## src/rtl/axi4_lite_slave_arb.sv

```systemverilog
// AXI4-Lite slave that funnels buffered AR and AW/W requests, round-robin, onto one
// req/ack memory port, with window/alignment decode and a bounded wait for the ack.
module axi4_lite_slave_arb #(
  parameter int                        AXI_ADDR_WIDTH = 64,
  parameter int                        AXI_DATA_WIDTH = 32,
  parameter logic [AXI_ADDR_WIDTH-1:0] BASE_ADDR      = '0,
  parameter logic [AXI_ADDR_WIDTH-1:0] ADDR_RANGE     = 'h10000,
  parameter int                        TIMEOUT_CYCLES = 256
) (
  input  logic                        clk_i,
  input  logic                        arst_ni,
  input  logic                        AR_VALID,
  output logic                        AR_READY,
  input  logic [AXI_ADDR_WIDTH-1:0]   AR_ADDR,
  input  logic [2:0]                  AR_PROT,
  output logic                        R_VALID,
  input  logic                        R_READY,
  output logic [AXI_DATA_WIDTH-1:0]   R_DATA,
  output logic [1:0]                  R_RESP,
  input  logic                        AW_VALID,
  output logic                        AW_READY,
  input  logic [AXI_ADDR_WIDTH-1:0]   AW_ADDR,
  input  logic [2:0]                  AW_PROT,
  input  logic                        W_VALID,
  output logic                        W_READY,
  input  logic [AXI_DATA_WIDTH-1:0]   W_DATA,
  input  logic [AXI_DATA_WIDTH/8-1:0] W_STRB,
  output logic                        B_VALID,
  input  logic                        B_READY,
  output logic [1:0]                  B_RESP,
  output logic                        mem_req_o,
  output logic                        mem_we_o,
  output logic [AXI_ADDR_WIDTH-1:0]   mem_addr_o,
  output logic [AXI_DATA_WIDTH-1:0]   mem_wdata_o,
  output logic [AXI_DATA_WIDTH/8-1:0] mem_wstrb_o,
  input  logic [AXI_DATA_WIDTH-1:0]   mem_rdata_i,
  input  logic                        mem_ack_i,
  input  logic                        mem_err_i
);
  localparam int                        SW         = AXI_DATA_WIDTH/8;
  localparam logic [AXI_ADDR_WIDTH-1:0] ALIGN_MASK = AXI_ADDR_WIDTH'(SW-1);
  localparam logic [1:0] OKAY = 2'b00, SLVERR = 2'b10, DECERR = 2'b11;

  typedef enum logic [2:0] {S_IDLE, S_MEM_RD, S_MEM_WR, S_RESP_R, S_RESP_W} state_t;

  state_t                    r_state;
  logic                      r_last_wr;
  logic [31:0]               r_tcnt;
  logic                      r_ar_full, r_aw_full, r_w_full;
  logic                      r_ar_rdy, r_aw_rdy, r_w_rdy;
  logic [AXI_ADDR_WIDTH-1:0] r_ar_addr, r_aw_addr;
  logic [AXI_DATA_WIDTH-1:0] r_w_data;
  logic [SW-1:0]             r_w_strb;
  logic                      r_rvalid, r_bvalid;
  logic [AXI_DATA_WIDTH-1:0] r_rdata;
  logic [1:0]                r_rresp, r_bresp;
  logic                      r_mem_req, r_mem_we;
  logic [AXI_ADDR_WIDTH-1:0] r_mem_addr;
  logic [AXI_DATA_WIDTH-1:0] r_mem_wdata;
  logic [SW-1:0]             r_mem_wstrb;

  logic w_ar_hs, w_aw_hs, w_w_hs, w_rd_clr, w_wr_clr;
  logic w_ar_nxt, w_aw_nxt, w_w_nxt;
  logic w_rd_pend, w_wr_pend, w_pick_rd, w_oob, w_mis, w_tmo;
  logic [AXI_ADDR_WIDTH-1:0] w_sel_addr;
  logic [1:0]                w_dec_resp, w_mem_resp;
  logic [AXI_DATA_WIDTH-1:0] w_mem_data;
  logic                      w_unused_prot;

  assign w_unused_prot = ^{AR_PROT, AW_PROT};

  assign w_ar_hs  = AR_VALID & r_ar_rdy;
  assign w_aw_hs  = AW_VALID & r_aw_rdy;
  assign w_w_hs   = W_VALID  & r_w_rdy;
  assign w_rd_clr = (r_state == S_RESP_R) & R_READY;
  assign w_wr_clr = (r_state == S_RESP_W) & B_READY;
  assign w_ar_nxt = w_ar_hs | (r_ar_full & ~w_rd_clr);
  assign w_aw_nxt = w_aw_hs | (r_aw_full & ~w_wr_clr);
  assign w_w_nxt  = w_w_hs  | (r_w_full  & ~w_wr_clr);

  // READY mirrors next-cycle emptiness, so it stays low for the first cycle out of reset.
  always_ff @(posedge clk_i or negedge arst_ni) begin
    if (!arst_ni) begin
      r_ar_full <= 1'b0; r_aw_full <= 1'b0; r_w_full <= 1'b0;
      r_ar_rdy  <= 1'b0; r_aw_rdy  <= 1'b0; r_w_rdy  <= 1'b0;
      r_ar_addr <= '0;   r_aw_addr <= '0;
      r_w_data  <= '0;   r_w_strb  <= '0;
    end else begin
      r_ar_full <= w_ar_nxt;  r_ar_rdy <= ~w_ar_nxt;
      r_aw_full <= w_aw_nxt;  r_aw_rdy <= ~w_aw_nxt;
      r_w_full  <= w_w_nxt;   r_w_rdy  <= ~w_w_nxt;
      if (w_ar_hs) r_ar_addr <= AR_ADDR;
      if (w_aw_hs) r_aw_addr <= AW_ADDR;
      if (w_w_hs) begin
        r_w_data <= W_DATA;
        r_w_strb <= W_STRB;
      end
    end
  end

  assign w_rd_pend  = r_ar_full;
  assign w_wr_pend  = r_aw_full & r_w_full;
  assign w_pick_rd  = w_rd_pend & (~w_wr_pend | r_last_wr);
  assign w_sel_addr = w_pick_rd ? r_ar_addr : r_aw_addr;
  // Offset wraps to a huge value below BASE_ADDR, so one compare covers both window edges.
  assign w_oob      = (w_sel_addr - BASE_ADDR) >= ADDR_RANGE;
  assign w_mis      = (w_sel_addr & ALIGN_MASK) != '0;
  assign w_dec_resp = w_oob ? DECERR : SLVERR;
  assign w_tmo      = (TIMEOUT_CYCLES != 0) && (r_tcnt == 32'(TIMEOUT_CYCLES-1));
  assign w_mem_resp = (mem_ack_i && !mem_err_i) ? OKAY : SLVERR;
  assign w_mem_data = mem_ack_i ? mem_rdata_i : '0;

  always_ff @(posedge clk_i or negedge arst_ni) begin
    if (!arst_ni) begin
      r_state     <= S_IDLE;
      r_last_wr   <= 1'b1;
      r_tcnt      <= '0;
      r_rvalid    <= 1'b0; r_rdata <= '0; r_rresp <= OKAY;
      r_bvalid    <= 1'b0; r_bresp <= OKAY;
      r_mem_req   <= 1'b0; r_mem_we <= 1'b0; r_mem_addr <= '0;
      r_mem_wdata <= '0;   r_mem_wstrb <= '0;
    end else begin
      case (r_state)
        S_IDLE: if (w_rd_pend | w_wr_pend) begin
          r_last_wr <= ~w_pick_rd;
          if (w_oob | w_mis) begin
            if (w_pick_rd) begin
              r_rdata <= '0; r_rresp <= w_dec_resp; r_rvalid <= 1'b1; r_state <= S_RESP_R;
            end else begin
              r_bresp <= w_dec_resp; r_bvalid <= 1'b1; r_state <= S_RESP_W;
            end
          end else begin
            r_mem_req   <= 1'b1;
            r_mem_we    <= ~w_pick_rd;
            r_mem_addr  <= w_sel_addr & ~ALIGN_MASK;
            r_mem_wdata <= w_pick_rd ? '0 : r_w_data;
            r_mem_wstrb <= w_pick_rd ? '0 : r_w_strb;
            r_tcnt      <= '0;
            r_state     <= w_pick_rd ? S_MEM_RD : S_MEM_WR;
          end
        end
        S_MEM_RD, S_MEM_WR: begin
          if (mem_ack_i || w_tmo) begin
            r_mem_req <= 1'b0;
            if (r_state == S_MEM_RD) begin
              r_rdata <= w_mem_data; r_rresp <= w_mem_resp; r_rvalid <= 1'b1; r_state <= S_RESP_R;
            end else begin
              r_bresp <= w_mem_resp; r_bvalid <= 1'b1; r_state <= S_RESP_W;
            end
          end else begin
            r_tcnt <= r_tcnt + 32'd1;
          end
        end
        S_RESP_R: if (R_READY) begin
          r_rvalid <= 1'b0; r_state <= S_IDLE;
        end
        S_RESP_W: if (B_READY) begin
          r_bvalid <= 1'b0; r_state <= S_IDLE;
        end
        default: r_state <= S_IDLE;
      endcase
    end
  end

  assign AR_READY    = r_ar_rdy;
  assign AW_READY    = r_aw_rdy;
  assign W_READY     = r_w_rdy;
  assign R_VALID     = r_rvalid;
  assign R_DATA      = r_rdata;
  assign R_RESP      = r_rresp;
  assign B_VALID     = r_bvalid;
  assign B_RESP      = r_bresp;
  assign mem_req_o   = r_mem_req;
  assign mem_we_o    = r_mem_we;
  assign mem_addr_o  = r_mem_addr;
  assign mem_wdata_o = r_mem_wdata;
  assign mem_wstrb_o = r_mem_wstrb;
endmodule
```

## config.mk

```make
export PLATFORM = sky130hd
export DESIGN_NAME = axi4_lite_slave_arb
export DESIGN_NICKNAME = d
export VERILOG_FILES = /design/src/rtl/axi4_lite_slave_arb.sv
export SDC_FILE = /design/constraint.sdc
export NUM_CORES = 1
export LEC_CHECK = 0
export ABC_AREA = 1
export BUFFER_PORTS_ARGS = -buffer_cell sky130_fd_sc_hd__buf_2
export CAP_MARGIN = 30
export CORE_MARGIN = 2
export CORE_UTILIZATION = 37
export CTS_CLUSTER_SIZE = 10
export DETAILED_ROUTE_END_ITERATION = 7
export GPL_TIMING_DRIVEN = 0
export PLACE_DENSITY = 0.55
export SLEW_MARGIN = 20
export SYNTH_ARGS = -nofsm -noshare
export SYNTH_HDL_FRONTEND = slang
export SYNTH_SLANG_ARGS = --single-unit
export TNS_END_PERCENT = 30
```

## constraint.sdc

```tcl
create_clock -name clk_i -period 3 [get_ports clk_i]
set_clock_uncertainty 0.1 [all_clocks]
set_input_delay 0.6 -clock clk_i [delete_from_list [all_inputs] [get_ports clk_i]]
set_output_delay 0.6 -clock clk_i [all_outputs]
set_load 0.03 [all_outputs]
```

==> impl_metrics.yaml <==
setup_path:
  cp_max_fo: 10
  cpPeakStageDelay_ps: 510
  crit_chain: "inv_1 -> nand3_4 -> nand2_2 -> buf_6 -> buf_6 -> o21ai_0 -> nand2_1 -> nor2_1 -> nand2_1 -> nor2_2 -> nand4_1 -> buf_4 -> ha_1 -> o211ai_1 -> o21ai_0"
  r2r-end: "r_state[1]"
  arrival_ps: 3130
  path_delay_family: "simple AND/OR/NAND/NOR gates"
  path_buf_inv: 4
  worst_ep_required_time_ps: 3320
  r2r_setup_slack_ps: 190
  r2r_cells: 15
  worst_setup_path_start_kind: "flip-flop"
  critPathKind: "flip-flop to flip-flop"
  end_kind: "flip-flop"
  r2r_start: "r_last_wr"
  crit_path_top_delay_cell: "dfstp_2"
clock_tree:
  h-tree-depth: 2
  cts.sinks: 344
  cts_max_path_buffers: 3
  tritoncts: "yes"
  clkSlewWorstSetupHoldPaths_ps: 50
  clk_latency_ps: 560
  cts-buffers-inserted: 41
  cts-root-buf: "clkbuf_16"
hold_path:
  whs_path_depth: 2
  hold-path-endpoint: "r_aw_addr[59]"
  hp-start: "AW_ADDR[59]"
  min_path_type: "input pin to flip-flop"
timing:
  period_minus_slack_ps: 2810
  final_hold_viol_count: 0
  max_slew_margin: 0.415
  tightest_slew_ps: 877
  finalMaxSlewViolations: 0
  max_freq_mhz: 356
  setup_tns_ps: 0
  setup-violations-final: 0
  period_share: 0.937
die:
  die_width_microns: 208
  floorplan.core_area_sq_um: 41000
  die_y_microns: 208
  fp-row-count: 74
  initial_core_util: 0.377
  io_pins: 354
  dieArea_sq_um: 43400
placement:
  place_area_sq_um: 18000
  io_buffers: 344
  hpwl_microns: 33600
  place_congestion: 0.879
power_and_ir_drop:
  clkPwrFrac: 0.262
  p_seq_frac: 0.385
  p_switching_mw: 6.10
  switching_share: 0.360
  ir_drop_mv: 0.438
  power_leakage_nw: 10.5
  powerDensity_nw_per_um2: 881
  comb_power_share: 0.353
  p_int_mw: 10.9
yosys:
  syn_area_sq_um: 15500
  synthFlopType: "dfrtp_1"
  yosysMostFrequentCell: "nand2_1"
  synth_edf_count: 0
  syn_inst: 1715
  netlist.area_leader.share: 0.555
  synth_common_cells: "nand2_1 (511), dfrtp_1 (343), nor2_1 (169)"
  seq_area_frac_synth: 0.557
  syn_area_per_cell_sq_um: 9.02
  synth_cell_types: 35
  synthArstFlopShare: 1.00
  yosys.area.top_type: "dfrtp_1"
  yosys_warnings: 0
  synthTopCellsByArea: "dfrtp_1 (56%), nand2_1 (12%), mux2_2 (8.7%), nand3_1 (4.6%), nor2_1 (4.1%)"
  ys_seq_elements: 344
drt:
  vias: 12700
  via_per_inst: 4.78
  wire_per_inst_microns: 17.0
  antenna_left: 0
  drc_errors: 0
  drt_iter0_markers: 792
  wl_microns: 45300
  first_pass_iters: 5
grt:
  grt_usage: 0.211
  antenna_found_initial: 9
  grt_max_degree: 92
  grt_overflow: 0
  grt_first_pass_wirelength_microns: 72400
  grt_pass1_vias: 13000
cells_and_area:
  drive_gt1_frac: 0.279
  fillers: 4070
  regArea_sq_um: 8610
  multi_input_area_sq_um: 5910
  area_growth_pct: 24.5
  fin_area_sq_um: 19300
  fin_nets: 2327
status:
  run_status: "finished clean"
flow_run:
  max_cap_violations: 0
[stage by stage]
step           total power, mW  hold slack, ps  cells  utilization  setup slack (ps)
2_1_floorplan             10.7             204   1716            -               603
3_3_place_gp              12.4             345   2592        0.435             -5640
3_5_place_dp              12.5             346   2597        0.439              -390
4_1_cts                   17.1             137   2653        0.467              14.3
5_1_grt                   18.2             150   2659        0.469             -2.16
6_report                  17.0             169   2664        0.470               190
[power groups by stage]
| stage | registers, mW | clock network (mW) | logic [mW] |
|---|---|---|---|
| 4_1_cts | 6.54 | 4.59 | 5.96 |
| 5_1_grt | 6.67 | 4.78 | 6.72 |
| 3_5_place_dp | 6.61 | 0 | 5.92 |
| 2_1_floorplan | 6.67 | 0 | 4.04 |
| 6_report | 6.54 | 4.44 | 5.99 |
| 3_3_place_gp | 6.56 | 0 | 5.82 |
[timing repair]
action,4_1_cts,5_1_grt
endpoints found under the hold margin,38,0
resized for setup,8,34
pin swaps,1,1
setup buffers,2,3
setup endpoints to repair,172,163
hold buffers,1,0
[per-layer routing]
metal	vias up	GRT usage	wire, microns
met5	-	0	38
met4	8	0.0640	900
met3	61	0.0394	2280
met2	287	0.352	21700
met1	6145	0.279	20400
li1	6223	-	-
[logic make-up after synthesis]
family	after synthesis	share of synthesized area
AND/OR/NAND/NOR	893	0.241
flip-flops	344	0.557
buffers and inverters	236	0.0629
multiplexers	133	0.0957
AO/OA/AOI/OAI	78	0.0259
XOR/XNOR	28	0.0159
adder cells (fa/ha/maj)	2	0.00162
other	1	0.000242
[how the worst max path moves through the flow]
stage / from / endpoint / slack (ps) / depth (start not counted)
floorplan: r_last_wr / r_state[1] / 600 / 13
detailed placement: r_last_wr / r_state[1] / -390 / 13
global route: r_last_wr / R_DATA[22] / -2 / 17
CTS: r_last_wr / r_state[1] / 10 / 10
global placement: arst_ni / mem_wdata_o[7] / -5640 / 1
finish: r_last_wr / r_state[1] / 190 / 15
[area by class of cell]
class | instances | area share
diodes | 8 | 0.00104
plain buffers | 91 | 0.0238
inverters | 145 | 0.0283
repair buffers | 355 | 0.0987
clock buffers | 51 | 0.0584
flip-flops and latches | 344 | 0.447
well taps | 532 | 0.0346
clock inverters | 2 | 0.00110
multi-input cells | 1136 | 0.307
[flip-flops by register name, indices dropped and copies added, names as in the netlist, 32 cells and up]
register / cells
r_ar_addr: 64
R_DATA: 32
mem_addr_o: 62
mem_wdata_o: 32
r_tcnt: 32
r_aw_addr: 64
r_w_data: 32
[cells in the final DEF (no fill, tap or decap), types with 4 or more instances in the layout]
cell         n
nand3b_1    15
nand4_1     14
buf_4       17
nor3_1      18
clkbuf_8     4
a21oi_1     47
dfrtp_1    343
nor4_1       9
o21ai_0      9
buf_1        6
nand3_1    142
buf_6        4
nand2_1    511
o21ai_1     18
mux2_2     119
clkbuf_2     9
nand2_2      5
buf_16       4
xor2_1      23
xnor2_1      5
clkbuf_1    41
diode_2      8
mux2i_1     14
clkbuf_16   42
buf_2      365
inv_1      141
nor2_1     165
nor2_2       5
Note: power is estimated with default switching activity, not from simulation.
